[config.mk]
export PLATFORM = sky130hd
export DESIGN_NAME = dc_probe_avg
export DESIGN_NICKNAME = d
export VERILOG_FILES = /design/src/rtl/dc_probe_pkg.sv /design/src/rtl/dc_window_cmp.sv /design/src/rtl/dc_probe_avg.sv
export SDC_FILE = /design/constraint.sdc
export NUM_CORES = 1
export LEC_CHECK = 0
export ABC_AREA = 0
export BUFFER_PORTS_ARGS = -buffer_cell sky130_fd_sc_hd__buf_2
export CAP_MARGIN = 20
export CORE_MARGIN = 2
export CORE_UTILIZATION = 45
export CTS_CLUSTER_SIZE = 20
export DETAILED_ROUTE_END_ITERATION = 16
export PLACE_DENSITY = 0.67
export SKIP_LAST_GASP = 1
export SLEW_MARGIN = 15
export SYNTH_ARGS = -nofsm -noshare
export SYNTH_HDL_FRONTEND = slang
export SYNTH_SLANG_ARGS = --single-unit
export TNS_END_PERCENT = 50
[constraint.sdc]
create_clock -name clk -period 3.85 [get_ports clk]
set_input_delay 0 -clock clk [delete_from_list [all_inputs] [get_ports clk]]
set_output_delay 0 -clock clk [all_outputs]
set_load 0.02 [all_outputs]
[src/rtl/dc_probe_pkg.sv]
// Shared types for the DC probe averager: FSM state encoding and accumulator sizing.
package dc_probe_pkg;

    typedef enum logic [1:0] {
        ST_IDLE   = 2'd0,
        ST_SETTLE = 2'd1,
        ST_ACCUM  = 2'd2,
        ST_CHECK  = 2'd3
    } state_e;

    // Summing 2**log2n samples of width bits can never exceed width+log2n bits.
    function automatic int acc_w(input int width, input int log2n);
        return width + log2n;
    endfunction

endpackage

[src/rtl/dc_window_cmp.sv]
// Combinational window compare: in_window = |a - b| <= tol, without wrap at either rail.
module dc_window_cmp #(
    parameter int WIDTH = 12
) (
    input  logic [WIDTH-1:0] a,
    input  logic [WIDTH-1:0] b,
    input  logic [WIDTH-1:0] tol,
    output logic             in_window
);

    logic [WIDTH-1:0] diff;

    // Subtract the smaller from the larger so the magnitude always fits in WIDTH bits.
    assign diff      = (a >= b) ? (a - b) : (b - a);
    assign in_window = (diff <= tol);

endmodule

[src/rtl/dc_probe_avg.sv]
// DC level probe: discards SETTLE samples, averages 2**LOG2N samples, and checks the
// average against a captured reference within a captured tolerance.
//
// Sample handshake: a sample is consumed on a rising clk edge where smp_valid and
// smp_ready are both 1; smp_ready depends only on state, never on smp_valid.
module dc_probe_avg
    import dc_probe_pkg::*;
#(
    parameter int WIDTH  = 12,
    parameter int LOG2N  = 2,
    parameter int SETTLE = 2
) (
    input  logic             clk,
    input  logic             rst,
    input  logic             start,
    input  logic [WIDTH-1:0] ref_data,
    input  logic [WIDTH-1:0] tol,
    input  logic             smp_valid,
    input  logic [WIDTH-1:0] smp_data,
    output logic             smp_ready,
    output logic             busy,
    output logic             done,
    output logic [WIDTH-1:0] avg,
    output logic             pass,
    output logic [1:0]       dbg_state
);

    localparam int ACC_W = acc_w(WIDTH, LOG2N);
    localparam int CNT_W = LOG2N + 1;
    localparam logic [7:0]       SETTLE_LAST = 8'((SETTLE > 0) ? (SETTLE - 1) : 0);
    localparam logic [CNT_W-1:0] ACC_LAST    = CNT_W'((1 << LOG2N) - 1);

    state_e           state;
    logic [ACC_W-1:0] acc;
    logic [7:0]       settle_cnt;
    logic [CNT_W-1:0] acc_cnt;
    logic [WIDTH-1:0] ref_q;
    logic [WIDTH-1:0] tol_q;
    logic [WIDTH-1:0] avg_next;
    logic             in_window;

    assign avg_next  = WIDTH'(acc >> LOG2N);
    assign smp_ready = (state == ST_SETTLE) || (state == ST_ACCUM);
    assign busy      = (state != ST_IDLE);
    assign dbg_state = state;

    dc_window_cmp #(.WIDTH(WIDTH)) u_cmp (
        .a         (avg_next),
        .b         (ref_q),
        .tol       (tol_q),
        .in_window (in_window)
    );

    always_ff @(posedge clk or posedge rst) begin
        if (rst) begin
            state      <= ST_IDLE;
            acc        <= '0;
            settle_cnt <= '0;
            acc_cnt    <= '0;
            ref_q      <= '0;
            tol_q      <= '0;
            avg        <= '0;
            pass       <= 1'b0;
            done       <= 1'b0;
        end else begin
            done <= 1'b0;
            case (state)
                ST_IDLE: begin
                    if (start) begin
                        ref_q      <= ref_data;
                        tol_q      <= tol;
                        acc        <= '0;
                        settle_cnt <= '0;
                        acc_cnt    <= '0;
                        state      <= (SETTLE == 0) ? ST_ACCUM : ST_SETTLE;
                    end
                end
                ST_SETTLE: begin
                    if (smp_valid) begin
                        if (settle_cnt == SETTLE_LAST) begin
                            state <= ST_ACCUM;
                        end else begin
                            settle_cnt <= settle_cnt + 8'd1;
                        end
                    end
                end
                ST_ACCUM: begin
                    if (smp_valid) begin
                        acc     <= acc + ACC_W'(smp_data);
                        acc_cnt <= acc_cnt + CNT_W'(1);
                        if (acc_cnt == ACC_LAST) begin
                            state <= ST_CHECK;
                        end
                    end
                end
                ST_CHECK: begin
                    // Result and verdict land together with the done pulse.
                    avg   <= avg_next;
                    pass  <= in_window;
                    done  <= 1'b1;
                    state <= ST_IDLE;
                end
                default: state <= ST_IDLE;
            endcase
        end
    end

endmodule

==> results.yml, run 1 <==
outcome:
  run_status: "complete, no violations"
critical_path:
  crit_type: "flop to flop"
  reg2reg_slack_ns: 0.25
  crit_path_max_fanout: 6
  start_kind: "flop"
  cp.arrival_ns: 3.81
  critPathRequiredTime_ns: 4.05
  crit_path_end_kind: "flop"
routing:
  vias: 3688
  drt-vias-per-instance: 5.329
  first_pass_iters: 4
  drt_iter0_markers: 126
  drtAntennaViolNets: 0
  drc: 0
  drt_wl_total_um: 10410
  wl_per_cell_um: 15.04
pwr:
  power.leakage_nw: 2.754
  p_int_mw: 2.957
  combPwrFrac_pct: 65.6
  power.density_nw_per_um2: 978.4
  clock_power_share_pct: 12.2
  power_switching_mw: 2.460
  p_seq_share_pct: 22.2
  peakVddDrop_mv: 0.4752
  netSwitchingFraction_pct: 45.40
floorplan:
  initial_utilization_pct: 45.63
  io_pins: 58
  die_y_um: 105.4
  core_area_um2: 10140
  die_area_um2: 11110
  die_width_um: 105.4
  rows: 37
logic_synthesis:
  avgSynthCellArea_um2: 9.905
  synth_area_leaders: "dfrtp_1 (35%), ha_1 (15%), mux2_2 (9.3%)"
  synthArstFlopShare_pct: 100.0
  synth_edf_count: 0
  synth_area_um2: 4626
  postSynthCellCount: 467
  synth.distinct_cells: 55
  ys.flop_type: "dfrtp_1"
  synth_nets: 565
  synth_top_area_share_pct: 35.16
  synth_seq_cells: 65
  yosys.area.top_type: "dfrtp_1"
  ys_warn_count: 0
  synth_most_common_cell: "dfrtp_1"
  synthTopCellsByCount: "dfrtp_1 (65), ha_1 (55), inv_1 (46)"
  yosysSeqAreaShare_pct: 35.16
finish:
  final_util_pct: 54.61
  multi_input_area_um2: 2766
  drive_gt1_share_pct: 22.66
  seq_area_um2: 1627
  antenna_cells: 0
  final_nets: 650
  nFillCells: 878
  area_growth_syn_to_layout_pct: 19.69
global_route:
  grt_pass1_wl_um: 17800
  overflow: 0
  grt_usage_pct: 20.00
  grt_pass1_vias: 3782
  antenna_found_initial: 0
  grt_max_degree: 42
placed_design:
  place_ws_ns: 0.3401
  port_buffers: 57
  gp_congestion: 0.9141
  dp_hpwl_um: 7665
sta:
  skew_ns: 0.009702
  setup_violations: 0
  finalCriticalPeriod_ns: 3.603
  maxSlewHeadroom_pct: 41.97
  slew_viol_final: 0
  hold_violations: 0
  fmax_mhz: 277.5
  fin_tns_setup_ns: 0
  grt_setup_unrepaired: "false"
  finalCritPeriodShare_pct: 93.60
  worstMarginPinSlew_ns: 0.8692
  setup_slack_ns: 0.2465
cts:
  post_cts_buffers: 0
  clock-sinks: 65
  cts-resized-gates: 0
  cts_tree: "yes"
  cts_buffers: 9
  cts_buffer_depth: 2
  clk_pin_slew_ns: 0.07
  cts_root_buf: "clkbuf_8"
  insertion_delay_ns: 0.36
  cts_max_level: 3
hold_path:
  min_path_type: "input pin to flop"
run:
  drv_cap: 0
[kinds of logic after synthesis]
family | count (synthesis) | share of synthesized area, %
mux | 50 | 11.85
xor+xnor | 24 | 4.544
flops | 65 | 35.16
buf+inv | 60 | 5.031
compound gates | 115 | 16.96
fa+ha+maj | 58 | 16.18
simple gates | 95 | 10.28
[power by group through the flow]
stage	Sequential, mW	Combinational, mW	Clock (mW)
after CTS	1.21	3.52	0.677
final	1.20	3.56	0.661
after floorplan	1.22	2.69	0
after global routing	1.24	3.98	0.704
after global placement	1.20	3.42	0
after detailed placement	1.22	3.48	0
[layer usage]
metal  vias to the layer above  GRT usage, %  wire, um
li1                       1832             -         -
met1                      1746         25.50      4769
met2                        95         33.18      5002
met3                        15         3.958       424
met4                         0         8.095       213
met5                         -             0         0
[area by class of cell]
class / count / share of cell area [%]
clock inverters: 5 / 1.446
well taps: 136 / 3.073
flip-flops and latches: 65 / 29.38
multi-input cells: 342 / 49.97
clock buffers: 10 / 2.486
repair buffers: 88 / 10.53
inverters: 46 / 3.119
[through the flow]
stage | area (um2) | hold WS, ns | power, mW | instances
CTS | 5537 | 0.01920 | 5.407 | 692
global placement | 5059 | 0.2321 | 4.624 | 651
finish | 5537 | 0.03383 | 5.417 | 692
floorplan | 4626 | 0.1506 | 3.907 | 467
global route | 5537 | 0.04647 | 5.934 | 692
detailed placement | 5059 | 0.2374 | 4.701 | 651
[registers in the layout, summed over array words and instances (netlist names)]
register	flops
settle_cnt	8
ref_q	12
avg	12
done	1
dbg_state	2
acc_cnt	3
tol_q	12
acc	14
pass	1
[worst max-delay path: stages (launching register included)]
cell       delay [ns]
dfrtp_1          0.51
inv_1            0.14
ha_1             0.38
and4b_1          0.23
a2111oi_2        0.36
nor2_1           0.14
o41ai_2          0.30
mux2i_1          0.13
xor2_1           0.18
ha_1             0.31
nand4_1          0.15
or2_2            0.32
o221ai_1         0.20
a31oi_1          0.10
[cells in the final DEF (no fill, tap or decap), drive strengths merged, types with 2 or more instances in the layout]
cell type,netlist,final
bufinv,0,2
dlygate4sd3,0,26
a21o,15,15
buf,5,62
nor3,7,7
nand4,6,6
o31ai,2,2
o41ai,2,2
and3,5,5
clkbuf,9,10
nor2b,2,2
inv,46,46
and2,3,3
or2,2,2
o21bai,5,5
a211o,2,2
nand3,7,7
o221ai,2,2
o2111ai,2,2
fa,3,3
xnor2,7,7
a31oi,5,5
nand2,26,26
xor2,17,17
a22o,5,5
nand2b,4,4
or3,5,5
o21a,4,4
o211ai,3,3
clkinvlp,0,2
dfrtp,65,65
mux2,38,38
a21oi,31,31
mux2i,12,12
ha,55,55
nor2,22,22
and4,2,2
o21ai,28,28
[path summary, 6_finish.rpt]
check / startpoint / to / cells past startpoint
worst max-delay path: acc[3]$_DFFE_PP0P_ / pass$_DFFE_PP0P_ / 13
worst min-delay path: smp_valid / settle_cnt[0]$_DFFE_PP0P_ / 3
min in group asynchronous: rst / ref_q[6]$_DFFE_PP0P_ / 3
worst min register to register: acc_cnt[2]$_DFFE_PP0P_ / acc_cnt[2]$_DFFE_PP0P_ / 2
worst max register to register: acc[3]$_DFFE_PP0P_ / pass$_DFFE_PP0P_ / 13
max in group asynchronous: rst / ref_q[7]$_DFFE_PP0P_ / 4
[what timing repair did]
item                       in CTS  in global routing
setup endpoints to repair       0                  0
hold buffers                   26                  0
hold endpoints to repair       65                  0
Power figures use the tool's default switching activity.
==> inputs of run 2 (changes only) <==
--- a/config.mk
+++ b/config.mk
@@ -13,6 +13,7 @@
 export CTS_CLUSTER_SIZE = 20
 export DETAILED_ROUTE_END_ITERATION = 16
 export PLACE_DENSITY = 0.67
+export RECOVER_POWER = 50
 export SKIP_LAST_GASP = 1
 export SLEW_MARGIN = 15
 export SYNTH_ARGS = -nofsm -noshare
==> constraint.sdc (replaced) <==
create_clock -name clk -period 3.85 [get_ports clk]
set_input_delay 0 -clock clk [delete_from_list [all_inputs] [get_ports clk]]
set_output_delay 0 -clock clk [all_outputs]
set_load 0.005 [all_outputs]
==> run 2 against run 1 <==
Effect of this change: the flow now finishes with violations (max-capacitance violations, max-slew violations); register-to-register slack gained 0.04 ns; flip-flop and latch count is the same; cell count did not move; die area unchanged; global-route usage unchanged; count of clock-buffer cells in the layout unchanged; wire length fell by 0.11%; utilization shrank 0.12 points; clock power hardly changed; combinational power fell by 3%; critical endpoint unchanged.
==> results.yml, run 2 (synthesis gave the netlist of run 1 again) <==
outcome:
  run_status: "finished, violations left"
  violations: "max-capacitance violations, max-slew violations"
sta:
  setup_violations: 0
  hold_ws_ns: 0.03802
  fin_tns_setup_ns: 0
  grt_setup_unrepaired: "false"
  setup_slack_ns: 0.2861
  finalCritPeriodShare_pct: 92.57
  slew_viol_final: 42
  skew_ns: 0.007416
  finalCriticalPeriod_ns: 3.564
  maxSlewHeadroom_pct: -3.888
  hold_violations: 0
  worstMarginPinSlew_ns: 1.557
  fmax_mhz: 280.6
finish:
  drive_gt1_share_pct: 21.04
  layout_commonest_cell: "dfrtp_1"
  largest_reg_flops: 14
  area_growth_syn_to_layout_pct: 19.42
  final_cells: 692
  final_util_pct: 54.49
  finalInstanceArea_um2: 5524
  layout_common_cells: "dfrtp_1 (65), ha_1 (55), buf_2 (50), inv_1 (46), mux2_2 (38)"
  final_nets: 650
  antenna_cells: 0
  largest-register: "acc"
floorplan:
  core_area_um2: 10140
  die_area_um2: 11110
  io_pins: 58
  initial_utilization_pct: 45.63
  die_y_um: 105.4
  rows: 37
  die_width_um: 105.4
cts:
  cts-resized-gates: 0
  cts_root_buf: "clkbuf_8"
  clock-sinks: 65
  cts_tree: "yes"
  hold_buffers: 26
  cts_buffer_depth: 2
  insertion_delay_ns: 0.36
  post_cts_buffers: 0
  cts_buffers: 9
  cts_max_level: 3
  clk_pin_slew_ns: 0.07
pwr:
  peakVddDrop_mv: 0.4744
  power.leakage_nw: 2.726
  power.density_nw_per_um2: 961.5
  finalPower_mw: 5.311
critical_path:
  cpLargestDelayFamily: "compound AO/OA/AOI/OAI gates"
  cp.depth: 13
  critPathSlowestCell: "dfrtp_1"
  reg2reg_slack_ns: 0.29
  slowest_delay_ns: 0.51
  crit_path_max_fanout: 6
  crit_chain: "inv_1 > ha_1 > and4b_1 > a2111oi_2 > nor2_1 > o41ai_2 > mux2i_1 > xor2_1 > ha_1 > nand4_1 > or2_2 > o221ai_1 > a31oi_1"
  crit_type: "flop to flop"
  crit_path_end: "pass$_DFFE_PP0P_"
  path_common_cell: "ha_1"
  start_kind: "flop"
  r2r_start: "acc[3]$_DFFE_PP0P_"
  r2r_cells: 13
  cp-startpoint: "acc[3]$_DFFE_PP0P_"
  crit_path_end_kind: "flop"
  r2r-end: "pass$_DFFE_PP0P_"
  critPathRequiredTime_ns: 4.05
  cp_num_buf_inv: 1
  cp.arrival_ns: 3.77
routing:
  drt-vias-per-instance: 5.312
  wl_per_cell_um: 15.03
  drt_wl_total_um: 10400
  first_pass_iters: 4
  drc: 0
  drt_iter0_markers: 132
  vias: 3676
  drtAntennaViolNets: 0
placed_design:
  dp_hpwl_um: 7665
  dpl-instance-area_um2: 5059
  place_ws_ns: 0.3401
  placedCellCount: 651
  port_buffers: 57
  gp_congestion: 0.9141
global_route:
  grt_usage_pct: 20.00
  overflow: 0
  grt_pass1_wl_um: 17800
  antenna_found_initial: 0
  grt_pass1_vias: 3782
  grt_max_degree: 42
run:
  drv_cap: 1
hold_path:
  min_path_type: "input pin to flop"
-- run 2: cell count changes in the layout (fill, tap and decap cells not counted), sizes merged --
cell	change
buf	-8
clkbuf	+8
-- run 2: worst reg2reg max path: stages (launching register included) --
cell       delay [ns]
dfrtp_1          0.51
inv_1            0.14
ha_1             0.38
and4b_1          0.23
a2111oi_2        0.36
nor2_1           0.14
o41ai_2          0.29
mux2i_1          0.13
xor2_1           0.18
ha_1             0.31
nand4_1          0.15
or2_2            0.32
o221ai_1         0.20
a31oi_1          0.10
-- run 2: worst min-delay path by stage --
stage	from	end	slack, ns	depth (start not counted)
after floorplan	ref_data[11]	ref_q[11]$_DFFE_PP0P_	0.15	1
after global placement	ref_data[4]	ref_q[4]$_DFFE_PP0P_	0.23	2
after detailed placement	rst	tol_q[3]$_DFFE_PP0P_	0.24	2
after CTS	smp_valid	settle_cnt[0]$_DFFE_PP0P_	0.02	3
after global routing	smp_valid	settle_cnt[0]$_DFFE_PP0P_	0.05	3
final	smp_valid	settle_cnt[0]$_DFFE_PP0P_	0.04	3
-- run 2: per-layer routing --
| metal | global-route usage (%) | wire length [um] | up-vias |
|---|---|---|---|
| li1 | - | - | 1832 |
| met1 | 25.50 | 4797 | 1736 |
| met5 | 0 | 0 | - |
| met2 | 33.18 | 4956 | 91 |
| met4 | 8.095 | 234 | 0 |
| met3 | 3.958 | 411 | 17 |
-- run 2: area by class of cell --
| type | instances | area, um2 |
|---|---|---|
| clock buffer | 10 | 137.6 |
| clock inverter | 5 | 80.08 |
| fill | 881 | 4614 |
| inverter | 46 | 172.7 |
| multi-input combinational | 342 | 2766 |
| sequential | 65 | 1627 |
| tap | 136 | 170.2 |
| timing repair buffer | 88 | 570.5 |
-- run 2: report_power, final --
part / internal, mW / switching, mW / total [mW]
Combinational: 1.60 / 1.84 / 3.45
Sequential: 0.963 / 0.239 / 1.20
Clock: 0.377 / 0.283 / 0.661
